**src/rtl/imem_fetch_sequencer.sv**
```systemverilog
// Instruction-memory port owner: arbitrates loader writes against pipeline fetch,
// maintains the PC and registers the fetched word toward decode.
module imem_fetch_sequencer #(
  parameter logic [31:0] RESET_PC = 32'h0000_0000,
  parameter int          CNT_W    = 32
) (
  input  logic             clk,
  input  logic             rst_n,
  input  logic             ld_valid,
  input  logic [31:0]      ld_addr,
  input  logic [31:0]      ld_data,
  output logic             ld_ready,
  input  logic             ld_done,
  input  logic             fe_stall,
  input  logic             fe_redirect,
  input  logic [31:0]      fe_target,
  output logic             instr_valid,
  output logic [31:0]      instr,
  output logic [31:0]      instr_pc,
  output logic [31:0]      mem_addr,
  output logic             mem_we,
  output logic [31:0]      mem_wd,
  input  logic [31:0]      mem_rd,
  output logic             align_err,
  output logic [CNT_W-1:0] fetch_cnt
);

  typedef enum logic [1:0] {
    BOOT = 2'b00,
    RUN  = 2'b01,
    LOAD = 2'b10
  } state_t;

  state_t      state;
  logic [31:0] pc;

  // ld_ready is registered and low in RUN, so gating the write with it keeps
  // the memory write-free during fetch and during reset.
  assign mem_addr = (state == RUN) ? pc : ld_addr;
  assign mem_we   = ld_ready & ld_valid;
  assign mem_wd   = ld_data;

  always_ff @(posedge clk or negedge rst_n) begin
    if (!rst_n) begin
      state       <= BOOT;
      pc          <= RESET_PC;
      ld_ready    <= 1'b0;
      instr_valid <= 1'b0;
      instr       <= 32'h0;
      instr_pc    <= 32'h0;
      align_err   <= 1'b0;
      fetch_cnt   <= '0;
    end else begin
      case (state)
        BOOT: begin
          ld_ready    <= 1'b1;
          instr_valid <= 1'b0;
          if (ld_done) begin
            state    <= RUN;
            pc       <= RESET_PC;
            ld_ready <= 1'b0;
          end
        end
        RUN: begin
          // Redirect wins over both stall and a pending loader request.
          if (fe_redirect) begin
            pc          <= {fe_target[31:2], 2'b00};
            instr_valid <= 1'b0;
            if (fe_target[1:0] != 2'b00) align_err <= 1'b1;
          end else if (!fe_stall) begin
            instr       <= mem_rd;
            instr_pc    <= pc;
            instr_valid <= 1'b1;
            pc          <= pc + 32'd4;
            if (ld_valid) begin
              state    <= LOAD;
              ld_ready <= 1'b1;
            end
          end
        end
        LOAD: begin
          instr_valid <= 1'b0;
          if (!ld_valid) begin
            state    <= RUN;
            ld_ready <= 1'b0;
          end
        end
        default: begin
          state    <= BOOT;
          ld_ready <= 1'b0;
        end
      endcase

      if (state == RUN && instr_valid && !fe_stall) fetch_cnt <= fetch_cnt + CNT_W'(1);
    end
  end

endmodule

```
**config.mk**
```make
export PLATFORM = sky130hd
export DESIGN_NAME = imem_fetch_sequencer
export DESIGN_NICKNAME = d
export VERILOG_FILES = /design/src/rtl/imem_fetch_sequencer.sv
export SDC_FILE = /design/constraint.sdc
export NUM_CORES = 1
export LEC_CHECK = 0
export CAP_MARGIN = 15
export CORE_AREA = 2 2 116 118
export CTS_CLUSTER_DIAMETER = 200
export DETAILED_ROUTE_END_ITERATION = 6
export DIE_AREA = 0 0 118 120
export DONT_BUFFER_PORTS = 1
export MAX_ROUTING_LAYER = met4
export PLACE_DENSITY = 0.66
export SLEW_MARGIN = 25
export SYNTH_ARGS = -nofsm -noshare
export SYNTH_HDL_FRONTEND = slang
export SYNTH_SLANG_ARGS = --single-unit
```
**constraint.sdc**
```tcl
create_clock -name clk -period 2.25 [get_ports clk]
set_input_delay 0.225 -clock clk [delete_from_list [all_inputs] [get_ports clk]]
set_output_delay 0.225 -clock clk [all_outputs]
set_load 0.02 [all_outputs]
```
==> results of run 1 <==
==> stage by stage <==
stage	total power, mW	hold slack, ns	TNS, ns	worst slack [ns]
floorplan	4.755	-0.07059	0	0.4447
global placement	5.039	-0.06799	0	0.2932
detailed placement	5.095	-0.06787	0	0.2106
CTS	7.981	-0.5145	0	0.01994
global route	8.314	-0.5120	-0.001122	-0.001122
finish	7.907	-0.4899	0	0.1132
==> power by group through the flow <==
| stage | Combinational [mW] | Clock [mW] | Sequential [mW] |
|---|---|---|---|
| after global placement | 1.25 | 0 | 3.79 |
| after detailed placement | 1.28 | 0 | 3.81 |
| after floorplan | 1.18 | 0 | 3.57 |
| final | 1.36 | 2.77 | 3.77 |
| after CTS | 1.36 | 2.84 | 3.77 |
| after global routing | 1.52 | 2.95 | 3.84 |
==> path summary, 6_finish.rpt <==
path,from,to,slack (ns),depth (start not counted)
worst max-delay path,state[1],align_err,0.11,7
worst min-delay path,rst_n,instr[9],-0.49,0
worst max register to register,state[1],align_err,0.11,7
worst min register to register,pc[31],instr_pc[31],0.54,2
max in group asynchronous,rst_n,instr[31],2.59,0
min in group clk,fe_target[9],pc[9],0.02,2
==> cell families after synthesis <==
kind of cell | after synthesis
AOI/OAI and AO/OA | 97
xor gates and xnor gates | 33
adders and majority gates | 2
buffers and inverters | 79
DFF | 129
muxes | 31
other | 1
and+or+nand+nor | 352
==> synth_stat cells (7+ instances only) <==
| library cell | count |
|---|---|
| nor2_1 | 26 |
| buf_4 | 36 |
| and4_1 | 8 |
| dfrtp_1 | 129 |
| o21ai_0 | 34 |
| mux2_2 | 28 |
| and2_1 | 8 |
| nand4_1 | 15 |
| a21oi_1 | 12 |
| buf_2 | 10 |
| nand2_1 | 225 |
| o211ai_1 | 8 |
| xnor2_1 | 23 |
| nand3_1 | 21 |
| and3_1 | 10 |
| a22oi_1 | 8 |
| nor3_1 | 7 |
| clkbuf_1 | 23 |
| xor2_1 | 10 |
==> critical path: stages, from the launching register on <==
cell and delay, ns:
dfrtp_1 0.48, nand2b_2 0.21, buf_6 0.32, nor2_1 0.10, buf_4 0.19, o21ai_0 0.08
dlygate4sd3_1 0.58, nand2b_1 0.06
==> flip-flops by register name, indices dropped and copies added, names as in the netlist <==
register	flops
align_err	1
fetch_cnt	32
instr	32
instr_pc	30
instr_valid	1
ld_ready	1
pc	30
state	2
==> metal layers <==
| layer | global-route usage | vias to the layer above | part of all wire |
|---|---|---|---|
| li1 | - | 2478 | - |
| met1 | 0.3194 | 2639 | 0.40 |
| met2 | 0.4135 | 290 | 0.49 |
| met3 | 0.08127 | 36 | 0.089 |
| met4 | 0.1077 | 0 | 0.019 |
| met5 | - | - | 0 |
==> final cells by class <==
| cell class | instances | area [sq um] |
|---|---|---|
| Fill cell | 1112 | 5279 |
| Inverter | 6 | 22.52 |
| Timing Repair Buffer | 73 | 688.2 |
| Tap cell | 176 | 220.2 |
| Multi-Input combinational cell | 517 | 2944 |
| Sequential cell | 129 | 3228 |
| Clock buffer | 22 | 464.2 |
| Clock inverter | 10 | 133.9 |
==> repair_timing <==
item	CTS	global route
hold endpoints to repair	177	129
gates resized for setup	0	3
setup endpoints to repair	0	32
setup buffers	0	0
==> impl_metrics.py, run 1 <==
metrics = {
    "min_path": {
        "hp-class": "input port to asynchronous set/reset pin",
    },
    "global_routing": {
        "antenna_found_initial": 0,
        "grt.total_usage": 0.2637,
        "grt-ovfl-total": 0,
        "grt_pass1_vias": 5388,
        "grt_pass1_wl_um": 28780,
        "grt_max_degree": 130,
    },
    "flow_run": {
        "drv_cap": 0,
    },
    "detailed_routing": {
        "drt_iter0_markers": 378,
        "dr_total_vias": 5443,
        "drt-total-wl_um": 17850,
        "drt-wirelength-per-cell_um": 19.14,
        "dr.pass1.iters": 5,
        "drtAntennaViolNets": 0,
        "vias_per_cell": 5.834,
        "drc_errors": 0,
    },
    "synth": {
        "yosys.area_share.simple": 0.2484,
        "async_flop_share": 1.000,
        "yosysWarnings": 0,
        "synth_top_area_share": 0.4888,
        "yosys.area_share.adder": 0.003789,
        "yosys-top-cells-area": "dfrtp_1 (49%), nand2_1 (13%), mux2_2 (4.8%)",
        "synth_edf_count": 0,
        "synth_top_family_by_area": "simple AND/OR/NAND/NOR gates",
        "yosysTopAreaCell": "dfrtp_1",
        "synthFlopType": "dfrtp_1",
        "synth_xor_area_frac": 0.04377,
        "synth.avg_cell_area_sq_um": 9.121,
        "synthMuxAreaShare": 0.05229,
        "synth-compound-area-share": 0.09397,
        "yosysSeqAreaShare": 0.4888,
        "ys_ff_latch": 129,
        "ys_types": 57,
        "netlist_area_sq_um": 6604,
        "synthCells": 724,
    },
    "power": {
        "p_sw_frac": 0.3500,
        "p_seq_frac": 0.477,
        "power_frac_comb": 0.172,
        "ir_drop_mv": 0.5331,
        "p_leak_nw": 3.597,
        "power_density_nw_per_um2": 1027,
        "p_int_mw": 5.139,
        "p_sw_mw": 2.768,
        "clock_power_share": 0.351,
    },
    "timing": {
        "finalHoldViolations": 129,
        "clock.fmax_mhz": 468.0,
        "clock_skew_ns": 0.01551,
        "slew_headroom": 0.6304,
        "finalCriticalPeriod_ns": 2.137,
        "rsz0062_at_grt": "yes",
        "fin_crit_sh": 0.9497,
        "worstMarginPinSlew_ns": 0.5514,
        "whs_ns": -0.4899,
        "setup_viol": 0,
        "slew_violations": 0,
    },
    "clocking": {
        "path_clk_slew_ns": 0.06,
        "cts_tree": "yes",
        "cts_made_buffers": 17,
        "clk_path_buf_depth": 2,
        "cts_hold_buf": 48,
        "insertion_delay_ns": 0.41,
        "cts.sinks": 129,
        "root_buffer": "clkbuf_16",
        "h-tree-depth": 4,
    },
    "floorplanning": {
        "start_util": 0.5088,
        "die_width_um": 118,
        "die_h_um": 120,
        "die_area_sq_um": 14160,
        "core_area_sq_um": 12980,
        "num_rows": 42,
        "ios": 298,
    },
    "setup_path": {
        "worstPathRequired_ns": 2.55,
        "path_class": "flop to flop",
        "end_kind": "flop",
        "crit_fanout": 38,
        "worstPathArrival_ns": 2.44,
        "startpoint_type": "flop",
    },
    "status": {
        "violations": "hold timing",
        "status": "finished, violations left",
    },
    "layout": {
        "fin_nets": 880,
        "insertedDiodeCount": 0,
        "stdcell_area_sq_um": 7701,
        "syn2layout_area_growth_pct": 16.62,
        "final_cell_mix": "nand2_1 (225), dfrtp_1 (129), dlygate4sd3_1 (48)",
        "final-instance-count-excl-fill": 933,
        "layout-drive-gt1-share": 0.1347,
        "final_common_cell": "nand2_1",
        "utilization": 0.5933,
    },
    "placed_design": {
        "numPortBuffers": 0,
        "gp_congestion": 0.8695,
        "place_hpwl_um": 12170,
        "postPlaceCellArea_sq_um": 6606,
        "dp_cells": 853,
    },
}
Power figures use the tool's default switching activity.
==> inputs of run 2 (changes only) <==
--- a/config.mk
+++ b/config.mk
@@ -5,11 +5,12 @@
 export SDC_FILE = /design/constraint.sdc
 export NUM_CORES = 1
 export LEC_CHECK = 0
+export ABC_AREA = 1
 export CAP_MARGIN = 15
-export CORE_AREA = 2 2 116 118
+export CORE_AREA = 2 2 87 173
 export CTS_CLUSTER_DIAMETER = 200
 export DETAILED_ROUTE_END_ITERATION = 6
-export DIE_AREA = 0 0 118 120
+export DIE_AREA = 0 0 89 175
 export DONT_BUFFER_PORTS = 1
 export MAX_ROUTING_LAYER = met4
 export PLACE_DENSITY = 0.66
==> impl_metrics.py, run 2 <==
metrics = {
    "detailed_routing": {
        "dr.pass1.iters": 5,
        "drtAntennaViolNets": 0,
        "vias_per_cell": 5.384,
        "drt-total-wl_um": 22050,
        "dr_total_vias": 6563,
        "drc_errors": 0,
        "drt_iter0_markers": 251,
        "drt-wirelength-per-cell_um": 18.09,
    },
    "floorplanning": {
        "die_h_um": 175,
        "start_util": 0.5138,
        "core_area_sq_um": 14270,
        "ios": 298,
        "num_rows": 62,
        "die_area_sq_um": 15580,
        "die_width_um": 89,
    },
    "clocking": {
        "root_buffer": "clkbuf_16",
        "cts_made_buffers": 17,
        "path_clk_slew_ns": 0.05,
        "cts_hold_buf": 36,
        "cts.sinks": 129,
        "insertion_delay_ns": 0.42,
        "cts_tree": "yes",
        "clk_path_buf_depth": 2,
        "h-tree-depth": 4,
    },
    "power": {
        "ir_drop_mv": 0.7793,
        "clock_power_share": 0.249,
        "p_seq_frac": 0.430,
        "p_leak_nw": 3.993,
        "p_int_mw": 6.530,
        "p_sw_mw": 4.963,
        "power_frac_comb": 0.321,
        "p_sw_frac": 0.4318,
        "power_density_nw_per_um2": 1349,
    },
    "placed_design": {
        "gp_congestion": 1.035,
        "numPortBuffers": 0,
        "place_hpwl_um": 16350,
    },
    "timing": {
        "clock.fmax_mhz": 495.3,
        "setup_viol": 0,
        "whs_ns": -0.4955,
        "finalHoldViolations": 129,
        "slew_violations": 0,
        "rsz0062_at_grt": "no",
        "tns_ns": 0,
        "slew_headroom": 0.6078,
        "clock_skew_ns": 0.007622,
        "worstMarginPinSlew_ns": 0.5883,
        "finalCriticalPeriod_ns": 2.019,
        "fin_crit_sh": 0.8974,
    },
    "synth": {
        "synthMuxAreaShare": 0.05885,
        "yosys.area_share.adder": 0.003412,
        "yosysTopAreaCell": "dfrtp_1",
        "ys_types": 34,
        "synth_top_family_by_area": "simple AND/OR/NAND/NOR gates",
        "synth_xor_area_frac": 0.02866,
        "yosysSeqAreaShare": 0.4401,
        "synth_common_cells": "nand2_1 (315), nor2_1 (155), dfrtp_1 (129), o21ai_0 (101), inv_1 (68)",
        "netlist_area_sq_um": 7335,
        "synth_edf_count": 0,
        "synth.avg_cell_area_sq_um": 7.523,
        "ys_ff_latch": 129,
        "yosys.area_share.simple": 0.2982,
        "yosysMostFrequentCell": "nand2_1",
        "yosys-top-cells-area": "dfrtp_1 (44%), nand2_1 (16%), nor2_1 (7.9%)",
        "synth-compound-area-share": 0.07830,
        "synth_top_area_share": 0.4401,
        "async_flop_share": 1.000,
        "synthCells": 975,
        "yosysWarnings": 0,
        "synthFlopType": "dfrtp_1",
    },
    "layout": {
        "fin_nets": 1149,
        "final_common_cell": "nand2_1",
        "nFillCells": 1378,
        "layout-drive-gt1-share": 0.1199,
        "syn2layout_area_growth_pct": 16.15,
        "final_cell_mix": "nand2_1 (315), nor2_1 (155), dfrtp_1 (129)",
        "top_regs": "fetch_cnt (32), instr (32)",
    },
    "global_routing": {
        "grt_max_degree": 130,
        "antenna_found_initial": 1,
        "grt-ovfl-total": 0,
        "grt.total_usage": 0.2937,
        "grt_pass1_wl_um": 33200,
        "grt_pass1_vias": 6437,
    },
    "setup_path": {
        "end_kind": "output pin",
        "worstPathRequired_ns": 2.03,
        "startpoint_type": "flop",
        "crit_fanout": 34,
        "worstPathArrival_ns": 1.79,
        "cpMaxStageDelayCell": "dfrtp_1",
        "crit_path_max_incr_delay_ns": 0.43,
        "cp_cell_sequence": "inv_2 > nor2_8 > inv_4 > buf_12 > nand2_1 > o21ai_0 > buf_4",
        "cp_num_buf_inv": 4,
        "path_class": "flop to output pin",
        "rrSetupSlack_ns": 0.33,
        "crit_family": "buffers and inverters",
    },
    "status": {
        "violations": "hold timing",
        "status": "finished, violations left",
    },
    "flow_run": {
        "drv_cap": 0,
    },
    "min_path": {
        "hp-class": "input port to asynchronous set/reset pin",
    },
}
==> run 2: cell types whose count changed after synthesis, sizes merged, moves of 13 or more <==
cell   before  now
nand3      22   50
o21ai      35  102
xnor2      23    7
nor2       26  160
and3       13    0
inv         6   71
nand2     225  316
==> run 2: power groups by stage <==
stage	logic [mW]	registers (mW)	clock network [mW]
after floorplan	2.59	4.64	0
after global placement	3.53	4.95	0
after detailed placement	3.60	4.96	0
after CTS	3.68	4.94	2.91
after global routing	4.06	5.06	3.02
final	3.69	4.94	2.86
==> run 2: per-layer routing <==
layer | global-route usage | part of all wire | up-vias
met5 | - | 0 | -
met4 | 0.2002 | 0.069 | 0
met3 | 0.06094 | 0.062 | 68
met2 | 0.5112 | 0.54 | 274
met1 | 0.2763 | 0.33 | 3097
li1 | - | - | 3124
==> run 2: kinds of logic after synthesis <==
logic type               Yosys count
AO/OA/AOI/OAI                    109
multiplexers                      32
buffers and inverters            136
XOR/XNOR                          24
flip-flops                       129
other                              1
adder cells (fa/ha/maj)            2
AND/OR/NAND/NOR                  542
==> run 2: repair_timing <==
action | in CTS | in global routing
pin swaps | 0 | 1
endpoints found under the setup margin | 1 | 2
resized for setup | 1 | 0
hold endpoints to repair | 170 | 129
buffers inserted | 0 | 2
==> run 2: path summary, 6_finish.rpt <==
path | startpoint | endpoint | cells after the start
max | state[0] | mem_addr[8] | 7
min | rst_n | instr[17] | 0
max reg2reg | state[0] | fetch_cnt[19] | 7
min reg2reg | pc[31] | pc[31] | 2
max in group asynchronous | rst_n | pc[14] | 0
min in group clk | fe_redirect | pc[3] | 2
==> run 2: cell type report <==
type | count | area [sq um] | area share
multi-input combinational | 711 | 3441 | 0.4039
sequential | 129 | 3228 | 0.3789
timing repair buffer | 82 | 718.2 | 0.08430
clock buffer | 23 | 488.0 | 0.05728
inverter | 72 | 272.8 | 0.03202
tap | 192 | 240.2 | 0.02820
clock inverter | 9 | 128.9 | 0.01513
antenna | 1 | 2.502 | 0.0002937
==> run 2: stage by stage <==
| stage | instances | util | cell area (sq um) | worst slack, ns | power, mW |
|---|---|---|---|---|---|
| floorplan | 976 | - | 7338 | 0.5845 | 7.232 |
| global placement | 1148 | 0.5270 | 7522 | 0.3827 | 8.476 |
| detailed placement | 1148 | 0.5270 | 7522 | 0.3845 | 8.562 |
| CTS | 1216 | 0.5956 | 8502 | 0.1247 | 11.53 |
| global route | 1219 | 0.5969 | 8519 | 0.07574 | 12.15 |
| finish | 1219 | 0.5969 | 8519 | 0.2308 | 11.49 |
==> inputs of run 3 (changes only) <==
--- a/config.mk
+++ b/config.mk
@@ -7,13 +7,13 @@
 export LEC_CHECK = 0
 export ABC_AREA = 1
 export CAP_MARGIN = 15
-export CORE_AREA = 2 2 87 173
+export CORE_AREA = 2 2 116 118
 export CTS_CLUSTER_DIAMETER = 200
 export DETAILED_ROUTE_END_ITERATION = 6
-export DIE_AREA = 0 0 89 175
+export DIE_AREA = 0 0 118 120
 export DONT_BUFFER_PORTS = 1
 export MAX_ROUTING_LAYER = met4
-export PLACE_DENSITY = 0.66
+export PLACE_DENSITY = 0.72
 export SLEW_MARGIN = 25
 export SYNTH_ARGS = -nofsm -noshare
 export SYNTH_HDL_FRONTEND = slang
==> impl_metrics.py, run 3 (synthesis results as in run 2) <==
metrics = {
    "floorplanning": {
        "die_h_um": 120,
        "start_util": 0.5651,
        "die_width_um": 118,
        "core_area_sq_um": 12980,
        "num_rows": 42,
        "die_area_sq_um": 14160,
        "ios": 298,
    },
    "detailed_routing": {
        "vias_per_cell": 5.259,
        "dr_total_vias": 6263,
        "drc_errors": 0,
        "dr.pass1.iters": 5,
        "drt_iter0_markers": 424,
        "drt-total-wl_um": 19100,
        "highest_layer": "met4",
        "m1WireLength_um": 7816,
        "wl_met3_um": 1271,
        "met2_length_um": 9565,
        "drtAntennaViolNets": 0,
        "drt-wirelength-per-cell_um": 16.04,
    },
    "power": {
        "power_frac_comb": 0.300,
        "p_sw_mw": 4.826,
        "p_sw_frac": 0.4227,
        "p_int_mw": 6.591,
        "p_seq_frac": 0.432,
        "p_leak_nw": 3.953,
        "clock_power_share": 0.268,
        "ir_drop_mv": 0.7832,
        "fin_total_pwr_mw": 11.42,
        "power_density_nw_per_um2": 1349,
    },
    "setup_path": {
        "rrSetupSlack_ns": 0.33,
        "worstPathArrival_ns": 1.85,
        "end_kind": "output pin",
        "rr_startpoint": "fetch_cnt[1]",
        "path_class": "flop to output pin",
        "worstPathRequired_ns": 2.03,
        "startpoint_type": "flop",
        "crit_fanout": 62,
        "r2r_cells": 10,
        "worstReg2RegEnd": "fetch_cnt[24]",
    },
    "layout": {
        "top_regs": "fetch_cnt (32), instr (32)",
        "syn2layout_area_growth_pct": 15.37,
        "fin_nets": 1138,
        "final_common_cell": "nand2_1",
        "insertedDiodeCount": 0,
        "layout-drive-gt1-share": 0.1113,
        "stdcell_area_sq_um": 8462,
        "final_cell_mix": "nand2_1 (315), nor2_1 (155), dfrtp_1 (129)",
    },
    "placed_design": {
        "postPlaceCellArea_sq_um": 7455,
        "gp_congestion": 0.9393,
        "place_hpwl_um": 13480,
        "numPortBuffers": 0,
    },
    "timing": {
        "tns_ns": 0,
        "whs_ns": -0.5064,
        "clock.fmax_mhz": 482.6,
        "fin_crit_sh": 0.9209,
        "setup_viol": 0,
        "worstMarginPinSlew_ns": 0.7516,
        "finalCriticalPeriod_ns": 2.072,
        "rsz0062_at_grt": "no",
        "finalHoldViolations": 129,
        "clock_skew_ns": 0.006831,
        "slew_headroom": 0.4958,
        "slew_violations": 0,
    },
    "global_routing": {
        "grt.total_usage": 0.2836,
        "grt-ovfl-total": 0,
        "grt_pass1_wl_um": 30620,
        "antenna_found_initial": 0,
        "grt_pass1_vias": 5922,
        "grt_max_degree": 130,
    },
    "clocking": {
        "h-tree-depth": 4,
        "clk_path_buf_depth": 2,
        "root_buffer": "clkbuf_16",
        "cts.sinks": 129,
        "cts_tree": "yes",
        "cts_made_buffers": 17,
        "cts_hold_buf": 35,
        "insertion_delay_ns": 0.42,
        "post-cts-setup-buffers": 0,
        "path_clk_slew_ns": 0.06,
    },
    "status": {
        "status": "finished, violations left",
        "violations": "hold timing",
    },
    "min_path": {
        "hp-class": "input port to asynchronous set/reset pin",
    },
    "flow_run": {
        "drv_cap": 0,
    },
}
[run 3: cell types whose count changed in the layout (fill, tap and decap cells not counted)]
cell and delta:
buf_12 +1, buf_4 -11, bufinv_16 +2, clkbuf_8 -3
clkinv_2 -3, clkinv_4 +3, clkinvlp_4 +1, diode_2 -1
dlygate4sd3_1 -1
[run 3: power groups by stage]
stage / registers, mW / clock network (mW) / logic [mW]
3_5_place_dp: 4.95 / 0 / 3.36
6_report: 4.94 / 3.05 / 3.43
3_3_place_gp: 4.93 / 0 / 3.29
2_1_floorplan: 4.64 / 0 / 2.59
4_1_cts: 4.92 / 3.07 / 3.43
5_1_grt: 5.03 / 3.19 / 3.85
[run 3: repair_timing]
item                       in CTS  in global routing
hold endpoints to repair      168                129
setup endpoints to repair      30                  0
gates resized for setup         1                  0
[run 3: final cells by class]
| cell class | instances | area [sq um] |
|---|---|---|
| multi-input combinational | 711 | 3441 |
| timing repair buffer | 71 | 645.6 |
| inverter | 72 | 272.8 |
| clock inverter | 12 | 207.7 |
| fill | 1112 | 4518 |
| tap | 176 | 220.2 |
| sequential | 129 | 3228 |
| clock buffer | 20 | 446.7 |
[run 3: worst max-delay path by stage]
stage	from	to	slack, ns
finish	state[1]	mem_addr[29]	0.18
global route	state[1]	mem_addr[13]	0.02
CTS	state[1]	mem_addr[13]	0.16
detailed placement	fetch_cnt[1]	fetch_cnt[24]	0.32
global placement	fetch_cnt[1]	fetch_cnt[24]	0.34
floorplan	state[1]	mem_addr[31]	0.58
[run 3: critical path, stage by stage (launching register included)]
cell	delay, ns
dfrtp_1	0.51
nor2_8	0.12
inv_4	0.37
nand2_1	0.11
o21ai_0	0.11
buf_4	0.17
[run 3: layer usage]
layer / global-route usage / vias up
met5: - / -
met4: 0.09940 / 0
met3: 0.06226 / 39
met2: 0.4717 / 220
met1: 0.3436 / 2893
li1: - / 3111
[run 3: stage by stage]
stage,util,hold WS (ns),setup slack (ns),std cells
after floorplan,-,-0.07059,0.5845,976
after global placement,0.5743,-0.06823,0.3393,1124
after detailed placement,0.5743,-0.06800,0.3197,1124
after CTS,0.6519,-0.5092,0.1592,1191
after global routing,0.6519,-0.5183,0.02359,1191
final,0.6519,-0.5064,0.1780,1191
